<file path="src/rtl/wishbone_plic_pkg.sv">
// rtl/wishbone_plic_pkg.sv - register map constants and ID type for the platform interrupt controller
package wishbone_plic_pkg;

    localparam logic [31:0] PLIC_START         = 32'h0000_0000;
    localparam logic [31:0] PLIC_SIZE          = 32'h0000_0100;

    localparam logic [31:0] PLIC_PENDING       = 32'h00;
    localparam logic [31:0] PLIC_ENABLE        = 32'h04;
    localparam logic [31:0] PLIC_MODE          = 32'h08;
    localparam logic [31:0] PLIC_CLAIM         = 32'h0C;
    localparam logic [31:0] PLIC_THRESHOLD     = 32'h10;
    localparam logic [31:0] PLIC_PRIORITY_BASE = 32'h40;

    typedef logic [4:0] plic_id_t;

endpackage

</file>
<file path="src/rtl/wishbone_plic_priority_select.sv">
// rtl/wishbone_plic_priority_select.sv - combinational tournament tree picking the winning interrupt ID
module plic_priority_select
    import wishbone_plic_pkg::*;
#(
    parameter int NUM_SOURCES = 8,
    parameter int PRIO_WIDTH  = 3
) (
    input  logic [NUM_SOURCES-1:0]            eligible,
    input  logic [NUM_SOURCES*PRIO_WIDTH-1:0] priorities,
    output plic_id_t                          id,
    output logic                              valid
);

    logic [31:0]              elig_pad;
    logic [32*PRIO_WIDTH-1:0] prio_pad;

    assign elig_pad = 32'(eligible);
    assign prio_pad = (32*PRIO_WIDTH)'(priorities);

    // Heap-indexed tree: leaves 32..63, root 1. Left child always holds the lower ID,
    // so it keeps the slot unless the right child is strictly higher priority.
    function automatic plic_id_t select_winner(input logic [31:0] e, input logic [32*PRIO_WIDTH-1:0] p);
        logic                  v  [64];
        logic [PRIO_WIDTH-1:0] pr [64];
        plic_id_t              d  [64];
        v[0]  = 1'b0;
        pr[0] = '0;
        d[0]  = '0;
        for (int i = 0; i < 32; i++) begin
            v[32+i]  = e[i];
            pr[32+i] = p[i*PRIO_WIDTH +: PRIO_WIDTH];
            d[32+i]  = plic_id_t'(i + 1);
        end
        for (int n = 31; n >= 1; n--) begin
            if (v[2*n+1] && (!v[2*n] || pr[2*n+1] > pr[2*n])) begin
                v[n] = 1'b1;  pr[n] = pr[2*n+1];  d[n] = d[2*n+1];
            end else begin
                v[n] = v[2*n]; pr[n] = pr[2*n];   d[n] = d[2*n];
            end
        end
        return v[1] ? d[1] : '0;
    endfunction

    assign id    = select_winner(elig_pad, prio_pad);
    assign valid = (id != '0);

endmodule

</file>
<file path="src/rtl/wishbone_plic.sv">
// rtl/wishbone_plic.sv - bus-mapped interrupt controller with claim/complete; priorities under WISHBONE_PLIC_PRIORITY_EN
module wishbone_plic
    import wishbone_plic_pkg::*;
#(
    parameter logic [31:0] ADDRESS     = PLIC_START,
    parameter logic [31:0] SIZE        = PLIC_SIZE,
    parameter int          NUM_SOURCES = 8,
    parameter int          PRIO_WIDTH  = 3
) (
    input  logic                   clk,
    input  logic                   rst,
    input  logic [NUM_SOURCES-1:0] sources,
    output logic                   interrupt,
    input  logic                   cyc,
    input  logic                   stb,
    input  logic                   we,
    input  logic [31:0]            adr,
    input  logic [3:0]             sel,
    input  logic [31:0]            dat_mosi,
    output logic [31:0]            dat_miso,
    output logic                   ack,
    output logic                   stall
);

    logic [NUM_SOURCES-1:0]            pending, pending_next, enable, mode, prev;
    logic [NUM_SOURCES-1:0]            eligible, claim_mask, w1c;
    logic [NUM_SOURCES*PRIO_WIDTH-1:0] prio_flat;
    plic_id_t                          in_service, in_service_next, win_id, claim_id;
    logic                              win_valid, access, in_win, claim_take, complete;
    logic                              hit_pending, hit_enable, hit_mode, hit_claim;
    logic [31:0]                       off, word, rdata;
    logic                              unused_ok;

    assign stall       = 1'b0;
    assign access      = cyc & stb;
    assign off         = adr - ADDRESS;
    assign word        = {off[31:2], 2'b00};
    assign in_win      = off < SIZE;
    assign hit_pending = in_win && (word == PLIC_PENDING);
    assign hit_enable  = in_win && (word == PLIC_ENABLE);
    assign hit_mode    = in_win && (word == PLIC_MODE);
    assign hit_claim   = in_win && (word == PLIC_CLAIM);
    assign unused_ok   = ^{sel, off[1:0]};

`ifdef WISHBONE_PLIC_PRIORITY_EN
    logic [PRIO_WIDTH-1:0] prio [NUM_SOURCES];
    logic [PRIO_WIDTH-1:0] threshold;
    logic                  hit_threshold, hit_prio;
    logic [31:0]           prio_idx;

    assign hit_threshold = in_win && (word == PLIC_THRESHOLD);
    assign hit_prio      = in_win && (word >= PLIC_PRIORITY_BASE) &&
                           (word < PLIC_PRIORITY_BASE + 32'(4*NUM_SOURCES));
    assign prio_idx      = (word - PLIC_PRIORITY_BASE) >> 2;

    always_comb begin
        prio_flat = '0;
        eligible  = '0;
        for (int i = 0; i < NUM_SOURCES; i++) begin
            prio_flat[i*PRIO_WIDTH +: PRIO_WIDTH] = prio[i];
            eligible[i] = pending[i] & enable[i] & (prio[i] > threshold) &
                          (in_service != plic_id_t'(i + 1));
        end
    end

    always_ff @(posedge clk or negedge rst) begin
        if (!rst) begin
            threshold <= '0;
            for (int i = 0; i < NUM_SOURCES; i++) prio[i] <= '0;
        end else if (access && we) begin
            if (hit_threshold) threshold <= dat_mosi[PRIO_WIDTH-1:0];
            for (int i = 0; i < NUM_SOURCES; i++)
                if (hit_prio && prio_idx == 32'(i)) prio[i] <= dat_mosi[PRIO_WIDTH-1:0];
        end
    end
`else
    // Equal priorities everywhere make the tree fall back to lowest-ID-wins.
    always_comb begin
        prio_flat = '0;
        eligible  = '0;
        for (int i = 0; i < NUM_SOURCES; i++)
            eligible[i] = pending[i] & enable[i] & (in_service != plic_id_t'(i + 1));
    end
`endif

    plic_priority_select #(.NUM_SOURCES(NUM_SOURCES), .PRIO_WIDTH(PRIO_WIDTH)) u_select (
        .eligible   (eligible),
        .priorities (prio_flat),
        .id         (win_id),
        .valid      (win_valid)
    );

    assign claim_id   = (in_service == '0 && win_valid) ? win_id : '0;
    assign claim_take = access & ~we & hit_claim & (claim_id != '0);
    assign complete   = access & we & hit_claim & (in_service != '0) & (dat_mosi == 32'(in_service));
    assign w1c        = (access && we && hit_pending) ? dat_mosi[NUM_SOURCES:1] : '0;

    // Edge sets are OR'd in last so a fresh edge survives a same-cycle claim or W1C.
    always_comb begin
        claim_mask   = '0;
        pending_next = '0;
        for (int i = 0; i < NUM_SOURCES; i++) begin
            claim_mask[i]   = claim_take && (win_id == plic_id_t'(i + 1));
            pending_next[i] = mode[i] ? ((pending[i] & ~claim_mask[i] & ~w1c[i]) | (sources[i] & ~prev[i]))
                                      : sources[i];
        end
    end

    always_comb begin
        in_service_next = in_service;
        if (complete)        in_service_next = '0;
        else if (claim_take) in_service_next = win_id;
    end

    always_comb begin
        rdata = '0;
        if (hit_pending)     rdata = 32'({pending, 1'b0});
        else if (hit_enable) rdata = 32'({enable, 1'b0});
        else if (hit_mode)   rdata = 32'({mode, 1'b0});
        else if (hit_claim)  rdata = 32'(claim_id);
`ifdef WISHBONE_PLIC_PRIORITY_EN
        if (hit_threshold) rdata = 32'(threshold);
        for (int i = 0; i < NUM_SOURCES; i++)
            if (hit_prio && prio_idx == 32'(i)) rdata = 32'(prio[i]);
`endif
    end

    always_ff @(posedge clk or negedge rst) begin
        if (!rst) begin
            pending    <= '0;
            enable     <= '0;
            mode       <= '0;
            prev       <= '0;
            in_service <= '0;
            interrupt  <= 1'b0;
            ack        <= 1'b0;
            dat_miso   <= '0;
        end else begin
            prev       <= sources;
            pending    <= pending_next;
            in_service <= in_service_next;
            // Looks at the post-claim slot so the request drops on the same edge as the claim.
            interrupt  <= win_valid && (in_service_next == '0);
            ack        <= access;
            dat_miso   <= (access && !we) ? rdata : '0;
            if (access && we && hit_enable) enable <= dat_mosi[NUM_SOURCES:1];
            if (access && we && hit_mode)   mode   <= dat_mosi[NUM_SOURCES:1];
        end
    end

endmodule

</file>
<file path="config.mk">
export PLATFORM = sky130hd
export DESIGN_NAME = wishbone_plic
export DESIGN_NICKNAME = d
export VERILOG_FILES = /design/src/rtl/wishbone_plic_pkg.sv /design/src/rtl/wishbone_plic_priority_select.sv /design/src/rtl/wishbone_plic.sv
export SDC_FILE = /design/constraint.sdc
export NUM_CORES = 1
export LEC_CHECK = 0
export CORE_MARGIN = 2
export CORE_UTILIZATION = 57
export DETAILED_ROUTE_END_ITERATION = 8
export DONT_BUFFER_PORTS = 1
export HOLD_SLACK_MARGIN = 0.03
export PLACE_DENSITY = 0.75
export SETUP_SLACK_MARGIN = 0.4
export SLEW_MARGIN = 20
export SYNTH_ARGS = -nofsm -noshare
export SYNTH_HDL_FRONTEND = slang
export SYNTH_SLANG_ARGS = --single-unit
</file>
<file path="constraint.sdc">
create_clock -name clk -period 1.88 [get_ports clk]
set_input_delay 0.094 -clock clk [delete_from_list [all_inputs] [get_ports clk]]
set_output_delay 0.094 -clock clk [all_outputs]
set_load 0.02 [all_outputs]
</file>
==> run metrics <==
outcome complete, but fails checks; violated checks setup timing; DRC errors left 0; layout cells sized above 1 40.5%; Worst EP arrival 2.36 ns; clock share of power 41.4%; clk slew on worst S/H paths 0.09 ns; synthesized area 0.00282 sq mm; Layout Skew 0.00853 ns; final worst path period share 115%; hold_ws 0.0320 ns; Critical Path Fanout Max 7; vias in the first global route 2959; DRT Pass-1 Iters 5; DR vias 3023; Avg Cell Area, Syn 9.60 sq um; Max transition margin 56.3%; Synth async-reset ratio 100%; top_reg_cell synth dfrtp_1; input/output buffers 0; count of cell types in the netlist 55; switching power 0.505 mW; WL final 11.0 mm; met3 Track Usage GR 8.54%; WS Path Type flip-flop to flip-flop; iteration-0 DRC count of the detailed router 379; Tmin final 2.16 ns; GP Congestion 0.941; P_leak 1.81 nW; die span in x 74.4 um; Post-synth EDFFs 0; GRT busiest layer met2; worst vdd ir 0.000543 V; worst-skew pair later-pin latency 0.32 ns; worst-margin pin slew 0.647 ns; Core Region 0.00475 sq mm; Yosys warnings 0; Pint 1.66 mW; Worst setup SP type flip-flop; antenna violation net count after detailed routing 0; first-pass GRT wire length 15.1 mm; nets 459; Area Growth Syn to Fin 46.8%; largest net degree at the start of global routing 49; Hold Path Depth 2; CTS buffer count 5; Net Sw Frac 23.3%; DR WL/cell 24.7 um; Sequential Power Share 49.2%; Setup-failing EPs final 18; grt ovf 0; H-tree levels 2; CTS max path bufs 2; TritonCTS clock tree done; number of diodes 0; IO Pins 116; Power Density 522 mW/mm^2; GR Util met1 45.3%; Yosys reg bits 48; Starting Density 59.4%; HP Class input port to flip-flop; cells after synthesis 294; Total GRT Usage 37.5%; DPL Wire Length 6.23 mm; RSZ-0062 raised after global routing yes; Worst Setup Slack, final -0.277 ns; Die ar. 0.00553 sq mm; Max Cap Violations 0; worst path required time 2.08 ns; overall power 2.16 mW; CTS root buffer clkbuf_8; Fin. Hold Viols 0; row count 25; CTS sink cnt 48; register area share after synthesis 42.6%; CP Capture Type flip-flop; drt via density 6.79; fin. max-slew vios 0; met2 usage 61.5%; combinational share of power 9.4%; initial antenna violation count 0; Reg2Reg Depth 7; Die H 74.4 um; Achievable Freq 464 MHz
[repair_timing]
action                                  CTS  global route
pin swaps                                32            14
endpoints found under the hold margin    86             1
hold buffers                             20             1
endpoints found under the setup margin   28            34
buffers inserted                         12             5
resized for setup                        41            37
[flip-flops by register name (all words and copies together) (netlist names)]
signal / cells
ack: 1
dat_miso: 9
enable: 8
in_service: 5
interrupt: 1
mode: 8
pending: 8
prev: 8
[worst paths after layout]
check                                      to  slack (ns)           from
worst min register to register      enable[4]        0.55      enable[4]
worst max-delay path               pending[7]       -0.28  in_service[1]
worst max register to register     pending[7]       -0.28  in_service[1]
min in group asynchronous             prev[6]        0.28            rst
max in group asynchronous       in_service[2]        1.36            rst
worst min-delay path              dat_miso[1]        0.03         adr[3]
[power by group through the flow]
stage	Combinational (mW)	Sequential, mW	Clock [mW]
floorplan	0.134	1.08	0
global placement	0.105	1.08	0
detailed placement	0.108	1.08	0
CTS	0.184	1.06	0.894
global route	0.218	1.07	0.939
finish	0.204	1.07	0.895
[cells in the final DEF (no fill, tap or decap), drive strengths merged, types with 4 or more instances in the layout]
cell | synthesis | routed
a21oi | 18 | 18
a22o | 6 | 6
a32oi | 4 | 4
buf | 28 | 70
clkbuf | 8 | 5
conb | 1 | 24
dfrtp | 48 | 48
dlygate4sd3 | 0 | 20
inv | 8 | 8
mux2 | 16 | 16
mux2i | 4 | 4
nand2 | 28 | 28
nand2b | 5 | 5
nand3 | 9 | 9
nand4 | 7 | 7
nor2 | 21 | 21
nor2b | 4 | 4
nor3 | 9 | 9
nor4 | 15 | 15
o21ai | 4 | 4
or4 | 4 | 4
xnor2 | 5 | 5
[metrics by stage]
step	area (sq um)	worst slack, ns	util (%)	cells	TNS (ns)
floorplan	3040	-0.0493	-	317	-0.0614
global placement	3260	-0.298	68.6	400	-2.53
detailed placement	3260	-0.336	68.6	400	-3.40
CTS	3900	-0.135	82.1	439	-0.924
global route	4140	-0.321	87.1	445	-3.82
finish	4140	-0.277	87.1	445	-3.49
[Yosys cell counts (all sizes together) (6+ instances only)]
master   n  area [sq um]
nor2    21          78.8
a21oi   18          90.1
inv      8          30.0
clkbuf   8          30.0
nor3     9          50.1
nand4    7          43.8
nand2   28           105
nor4    15           109
dfrtp   48          1200
a22o     6          52.6
buf     28           213
nand3    9          45.0
mux2    16           180
[critical path, cell delays in order (launching register included)]
cell,delay (ns)
dfrtp_2,0.47
buf_6,0.14
nor4b_4,0.25
o211ai_1,0.25
o22ai_4,0.38
nand3_2,0.16
nand2b_4,0.18
a22o_1,0.21
[area by class of cell]
class                      instances  area (sq um)
timing repair buffer              90           827
multi-input combinational        225          1870
sequential                        48          1210
clock buffer                       5          68.8
clock inverter                     2          60.1
inverter                           8          30.0
fill                             226           612
tap                               67          83.8
[routing by layer]
| metal | vias up | wire length [um] |
|---|---|---|
| met1 | 1417 | 3690 |
| met4 | 0 | 799 |
| met3 | 87 | 1260 |
| li1 | 1211 | - |
| met5 | - | 0 |
| met2 | 308 | 5250 |
[kinds of logic after synthesis]
kind of cell	after synthesis	share of synthesized area [%]
AOI/OAI and AO/OA	63	16.7
xor gates and xnor gates	5	1.55
buffers and inverters	44	9.66
DFF	48	42.6
muxes	20	7.80
other	1	0.133
and+or+nand+nor	113	21.6
Power figures use the tool's default switching activity.
